[src/rtl/sram_req_adapter.sv]
// Valid/ready request front end for a single-port, one-cycle-latency SRAM.
// Responses come back in order through a small FIFO sized to the credit limit.
module sram_req_adapter #(
    parameter  int Width           = 32,
    parameter  int Depth           = 512,
    parameter  int DataBitsPerMask = 8,
    parameter  int RspDepth        = 2,
    localparam int Aw              = $clog2(Depth),
    localparam int Mw              = Width / DataBitsPerMask
) (
    input  logic             clk_i,
    input  logic             rst_i,

    input  logic             req_valid_i,
    output logic             req_ready_o,
    input  logic             req_write_i,
    input  logic [Aw-1:0]    req_addr_i,
    input  logic [Width-1:0] req_wdata_i,
    input  logic [Mw-1:0]    req_wmask_i,

    output logic             rsp_valid_o,
    input  logic             rsp_ready_i,
    output logic [Width-1:0] rsp_rdata_o,
    output logic             rsp_write_o,
    output logic             rsp_err_o,

    output logic             ram_req_o,
    output logic             ram_write_o,
    output logic [Aw-1:0]    ram_addr_o,
    output logic [Width-1:0] ram_wdata_o,
    output logic [Width-1:0] ram_wmask_o,
    input  logic [Width-1:0] ram_rdata_i
);

    localparam int PtrW = (RspDepth > 1) ? $clog2(RspDepth) : 1;
    localparam int CntW = $clog2(RspDepth + 1);

    localparam logic [CntW-1:0] RspDepthC = CntW'(RspDepth);
    localparam logic [PtrW-1:0] PtrLast   = PtrW'(RspDepth - 1);
    localparam logic [Aw:0]     DepthC    = (Aw + 1)'(Depth);

    // Handshakes: a beat transfers on a rising edge where valid & ready are both 1;
    // the source holds payload stable while valid & !ready, ready never depends on valid.
    logic            acc;
    logic            pop;
    logic            push;
    logic            in_range;
    logic            rsp_valid;
    logic [CntW:0]   occ;
    logic [CntW:0]   occ_after_pop;

    logic            inflight_q, inflight_d;
    logic            if_write_q, if_write_d;
    logic            if_err_q,   if_err_d;

    logic [PtrW-1:0] wr_ptr_q, wr_ptr_d;
    logic [PtrW-1:0] rd_ptr_q, rd_ptr_d;
    logic [CntW-1:0] count_q,  count_d;

    logic [Width-1:0] fifo_rdata_q [RspDepth];
    logic             fifo_write_q [RspDepth];
    logic             fifo_err_q   [RspDepth];
    logic [Width-1:0] push_rdata;

    assign in_range  = ({1'b0, req_addr_i} < DepthC);
    assign rsp_valid = !rst_i && (count_q != '0);
    assign pop       = rsp_valid && rsp_ready_i;

    // Credit counts the in-flight slot too, and a same-cycle pop frees one slot.
    assign occ           = {1'b0, count_q} + {{CntW{1'b0}}, inflight_q};
    assign occ_after_pop = occ - {{CntW{1'b0}}, pop};
    assign req_ready_o   = !rst_i && (occ_after_pop < {1'b0, RspDepthC});
    assign acc           = req_valid_i && req_ready_o;

    assign ram_req_o   = acc && in_range;
    assign ram_write_o = req_write_i;
    assign ram_addr_o  = req_addr_i;
    assign ram_wdata_o = req_wdata_i;

    always_comb begin
        ram_wmask_o = '0;
        for (int i = 0; i < Mw; i++) begin
            ram_wmask_o[i*DataBitsPerMask +: DataBitsPerMask] = {DataBitsPerMask{req_wmask_i[i]}};
        end
    end

    always_comb begin
        inflight_d = acc;
        if_write_d = acc && req_write_i;
        if_err_d   = acc && !in_range;
    end

    always_ff @(posedge clk_i) begin
        if (rst_i) begin
            inflight_q <= 1'b0;
            if_write_q <= 1'b0;
            if_err_q   <= 1'b0;
        end else begin
            inflight_q <= inflight_d;
            if_write_q <= if_write_d;
            if_err_q   <= if_err_d;
        end
    end

    assign push       = inflight_q;
    assign push_rdata = (!if_write_q && !if_err_q) ? ram_rdata_i : '0;

    always_comb begin
        wr_ptr_d = wr_ptr_q;
        rd_ptr_d = rd_ptr_q;
        count_d  = count_q;
        if (push) begin
            wr_ptr_d = (wr_ptr_q == PtrLast) ? '0 : wr_ptr_q + 1'b1;
        end
        if (pop) begin
            rd_ptr_d = (rd_ptr_q == PtrLast) ? '0 : rd_ptr_q + 1'b1;
        end
        case ({push, pop})
            2'b10:   count_d = count_q + 1'b1;
            2'b01:   count_d = count_q - 1'b1;
            default: count_d = count_q;
        endcase
    end

    always_ff @(posedge clk_i) begin
        if (rst_i) begin
            wr_ptr_q <= '0;
            rd_ptr_q <= '0;
            count_q  <= '0;
        end else begin
            wr_ptr_q <= wr_ptr_d;
            rd_ptr_q <= rd_ptr_d;
            count_q  <= count_d;
        end
    end

    // Storage needs no reset: entries are only visible once count_q covers them.
    always_ff @(posedge clk_i) begin
        if (push) begin
            fifo_rdata_q[wr_ptr_q] <= push_rdata;
            fifo_write_q[wr_ptr_q] <= if_write_q;
            fifo_err_q[wr_ptr_q]   <= if_err_q;
        end
    end

    assign rsp_valid_o = rsp_valid;
    assign rsp_rdata_o = rsp_valid ? fifo_rdata_q[rd_ptr_q] : '0;
    assign rsp_write_o = rsp_valid ? fifo_write_q[rd_ptr_q] : 1'b0;
    assign rsp_err_o   = rsp_valid ? fifo_err_q[rd_ptr_q]   : 1'b0;

    no_push_into_full: assert property (@(posedge clk_i) disable iff (rst_i)
        !(push && (count_q == RspDepthC) && !pop));

endmodule

[config.mk]
export PLATFORM = sky130hd
export DESIGN_NAME = sram_req_adapter
export DESIGN_NICKNAME = d
export VERILOG_FILES = /design/src/rtl/sram_req_adapter.sv
export SDC_FILE = /design/constraint.sdc
export NUM_CORES = 1
export LEC_CHECK = 0
export BUFFER_PORTS_ARGS = -buffer_cell sky130_fd_sc_hd__buf_2
export CAP_MARGIN = 40
export CORE_MARGIN = 2
export CORE_UTILIZATION = 40
export CTS_CLUSTER_SIZE = 8
export DETAILED_ROUTE_END_ITERATION = 10
export PLACE_DENSITY = 0.79
export SLEW_MARGIN = 20
export SYNTH_ARGS = -nofsm -noshare
export SYNTH_HDL_FRONTEND = slang
export SYNTH_SLANG_ARGS = --single-unit
[constraint.sdc]
create_clock -name clk_i -period 2.95 [get_ports clk_i]
set_clock_uncertainty 0.05 [all_clocks]
set_input_delay 0.7375 -clock clk_i [delete_from_list [all_inputs] [get_ports clk_i]]
set_output_delay 0.7375 -clock clk_i [all_outputs]
set_load 0.02 [all_outputs]
==> results.cfg <==
[status]
outcome = finished, violations left
violations = setup timing

[critical_path]
critical_path_arrival_ns = 2.19
cp-start-kind = input pin
max_stage_delay_ns = 0.54
crit_required_ns = 2.16
r2r_slack_ns = 1.15
regToRegStartpoint = count_q[0]$_SDFFE_PP0P_
endpoint = ram_req_o
cp_common_cell = buf_6
path_class = input pin to output port
rr_endpoint = if_write_q$_SDFF_PP0_
crit_fanout = 4
crit_chain = buf_6, and4bb_2, o21ai_2, fa_2, and3_4, and2_4, buf_6
setup.worst_path.start = rst_i
cp-end-kind = output port
r2r.worst_path.cells = 6
crit_path_top_delay_cell = fa_2

[power]
p_leak_nw = 1.49
peakVddDrop_mv = 0.340
power.total_mw = 2.21
power_density_nw_per_um2 = 571

[global_routing]
grt_max_degree = 34
grt-ovfl-total = 0
grt_first_pass_wirelength_mm = 9.73
first_global_vias = 2000
antenna_found_initial = 0
track_usage_pct = 13.1

[logic_synthesis]
synth_cells = 289
synthesis.area_um2 = 3670
synth-seq-cells = 73
synth_area_per_cell_um2 = 12.7
synth_warnings = 0
synth_fp_nets = 372
synth_edf_count = 66
synthDistinctLibCells = 30
async_reset_ff_share_pct = 0
synthFlopType = edfxtp_1
ys_seq_area_share_pct = 57.9

[clock_tree]
htree_levels = 3
path_clk_slew_ns = 0.07
hold_buffers = 0
clockRootBuffer = clkbuf_8
cts_tree = yes
cts.sinks = 73
clockBufferDepth = 2
numCtsBuffers = 9
clkLatencyLatePin_ns = 0.33

[finish]
areaGrowthSynthToFinish_pct = 5.70
layout.cells.non_filler = 409
final_area_um2 = 3880
n_fill_cell = 774
fin_nets = 379
fin_util_pct = 44.0
drive_gt1_share_pct = 36.5
n_antenna_cell = 0

[placement]
place_hpwl_mm = 4.45
placed_cells = 393
place.gp.congestion = 0.717
postPlaceCellArea_um2 = 3630
preCtsSetupSlack_ns = -0.143
io_buffers = 73

[sta]
rsz0062_at_grt = true
fmax_ghz = 0.336
finalHoldViolCount = 0
slew_viol_final = 0
tightestPinTransition_ns = 0.602
fin_crit_ns = 2.98
finalCritPeriodShare_pct = 101
setup_viol = 1
setup_tns_ns = -0.0275
fin_hold_ws_ns = 0.474
fin_ws_ns = -0.0275
slew_headroom_pct = 59.9

[route]
drt_iter0_markers = 98
drc_errors = 0
vias = 1933
post_drt_wl_per_cell_um = 16.0
drtPass1Iterations = 4
avgViaCountPerCell = 4.73
drt_wl_total_mm = 6.53
drtAntennaViolNets = 0

[min_path]
hp-class = register to register

[die]
die_x_um = 99.8
initial_core_util_pct = 41.6
design.die.area_um2 = 9950
rows = 34
pin_count = 193
die_y_um = 99.8
core_um2 = 8810

[flow_run]
maxCapViolations = 0
-- routing by layer --
| metal | vias to the layer above | global-route usage [%] | routed length [µm] |
|---|---|---|---|
| li1 | 912 | - | - |
| met4 | 0 | 4.85 | 91 |
| met2 | 91 | 23.7 | 3450 |
| met1 | 916 | 13.4 | 2390 |
| met3 | 14 | 5.41 | 593 |
| met5 | - | 0 | 0 |
-- worst min-delay path by stage --
stage / startpoint / depth (start not counted) / slack, ns / end
5_1_grt: rd_ptr_q$_SDFFE_PP0P_ / 2 / 0.52 / register
2_1_floorplan: rd_ptr_q$_SDFFE_PP0P_ / 2 / 0.42 / register
3_5_place_dp: rd_ptr_q$_SDFFE_PP0P_ / 2 / 0.45 / register
4_1_cts: rd_ptr_q$_SDFFE_PP0P_ / 2 / 0.48 / rd_ptr_q$_SDFFE_PP0P_
6_report: rd_ptr_q$_SDFFE_PP0P_ / 2 / 0.47 / rd_ptr_q$_SDFFE_PP0P_
3_3_place_gp: rd_ptr_q$_SDFFE_PP0P_ / 2 / 0.44 / rd_ptr_q$_SDFFE_PP0P_
-- area by class of cell --
type | count | area, µm² | area share [%]
inverters | 2 | 7.51 | 0.194
well taps | 108 | 135 | 3.49
clock inverters | 7 | 85.1 | 2.19
clock buffers | 9 | 124 | 3.20
repair buffers | 83 | 502 | 12.9
flip-flops and latches | 73 | 2120 | 54.8
multi-input cells | 127 | 898 | 23.2
-- registers in the layout, indices dropped and copies added, names as in the netlist, named ones only --
register and flops:
count_q 2, fifo_rdata_q 64, fifo_write_q 2, if_write_q 1, inflight_q 1, rd_ptr_q 1, wr_ptr_q 1
-- kinds of logic after synthesis --
kind of cell	share of synthesized area, %
and+or+nand+nor	11.9
adders and majority gates	0.546
buffers and inverters	18.3
AOI/OAI and AO/OA	1.26
xor gates and xnor gates	0.717
muxes	9.28
DFF	57.9
other	0.102
-- worst max-delay path: cells and delay by family --
| family | cells | cell delay [ns] |
|---|---|---|
| buffers and inverters | 2 | 0.20 |
| adder cells (fa/ha/maj) | 1 | 0.54 |
| AO/OA/AOI/OAI | 1 | 0.07 |
| AND/OR/NAND/NOR | 3 | 0.65 |
-- power by group --
group	leakage, nW	internal, mW	switching [mW]
sequential	0.668	1.18	0.0163
combinational	0.713	0.0880	0.110
clock	0.104	0.467	0.353
total	1.49	1.73	0.480
-- layout by cell type, fill, tap and decap left out, types with 2 or more instances in the layout --
| master | count |
|---|---|
| and2_1 | 2 |
| buf_12 | 2 |
| buf_2 | 71 |
| buf_4 | 6 |
| buf_6 | 3 |
| bufinv_16 | 2 |
| clkbuf_8 | 9 |
| clkinv_1 | 2 |
| clkinv_2 | 2 |
| dfxtp_1 | 5 |
| dfxtp_2 | 2 |
| edfxtp_1 | 66 |
| mux2i_1 | 34 |
| nor2_1 | 36 |
| nor2b_1 | 32 |
| nor3_1 | 2 |
-- synthesized netlist by cell type, drive strengths merged, types with 2 or more instances --
cell | instances | share of area [%]
buf | 84 | 18
edfxtp | 66 | 54
nor2 | 36 | 3.7
mux2i | 34 | 9.3
nor2b | 33 | 5.6
dfxtp | 7 | 3.8
and2 | 3 | 0.51
clkbuf | 3 | 0.31
nor3 | 3 | 0.55
o21ai | 3 | 0.72
and3 | 2 | 0.48
inv | 2 | 0.20
xnor2 | 2 | 0.48
-- what timing repair did --
action / CTS / global route
setup buffers: 0 / 0
setup endpoints to repair: 2 / 2
pin swaps: 6 / 3
resized for setup: 10 / 1
endpoints found under the hold margin: 0 / 0
No activity file was read; power rests on OpenSTA's default activity.
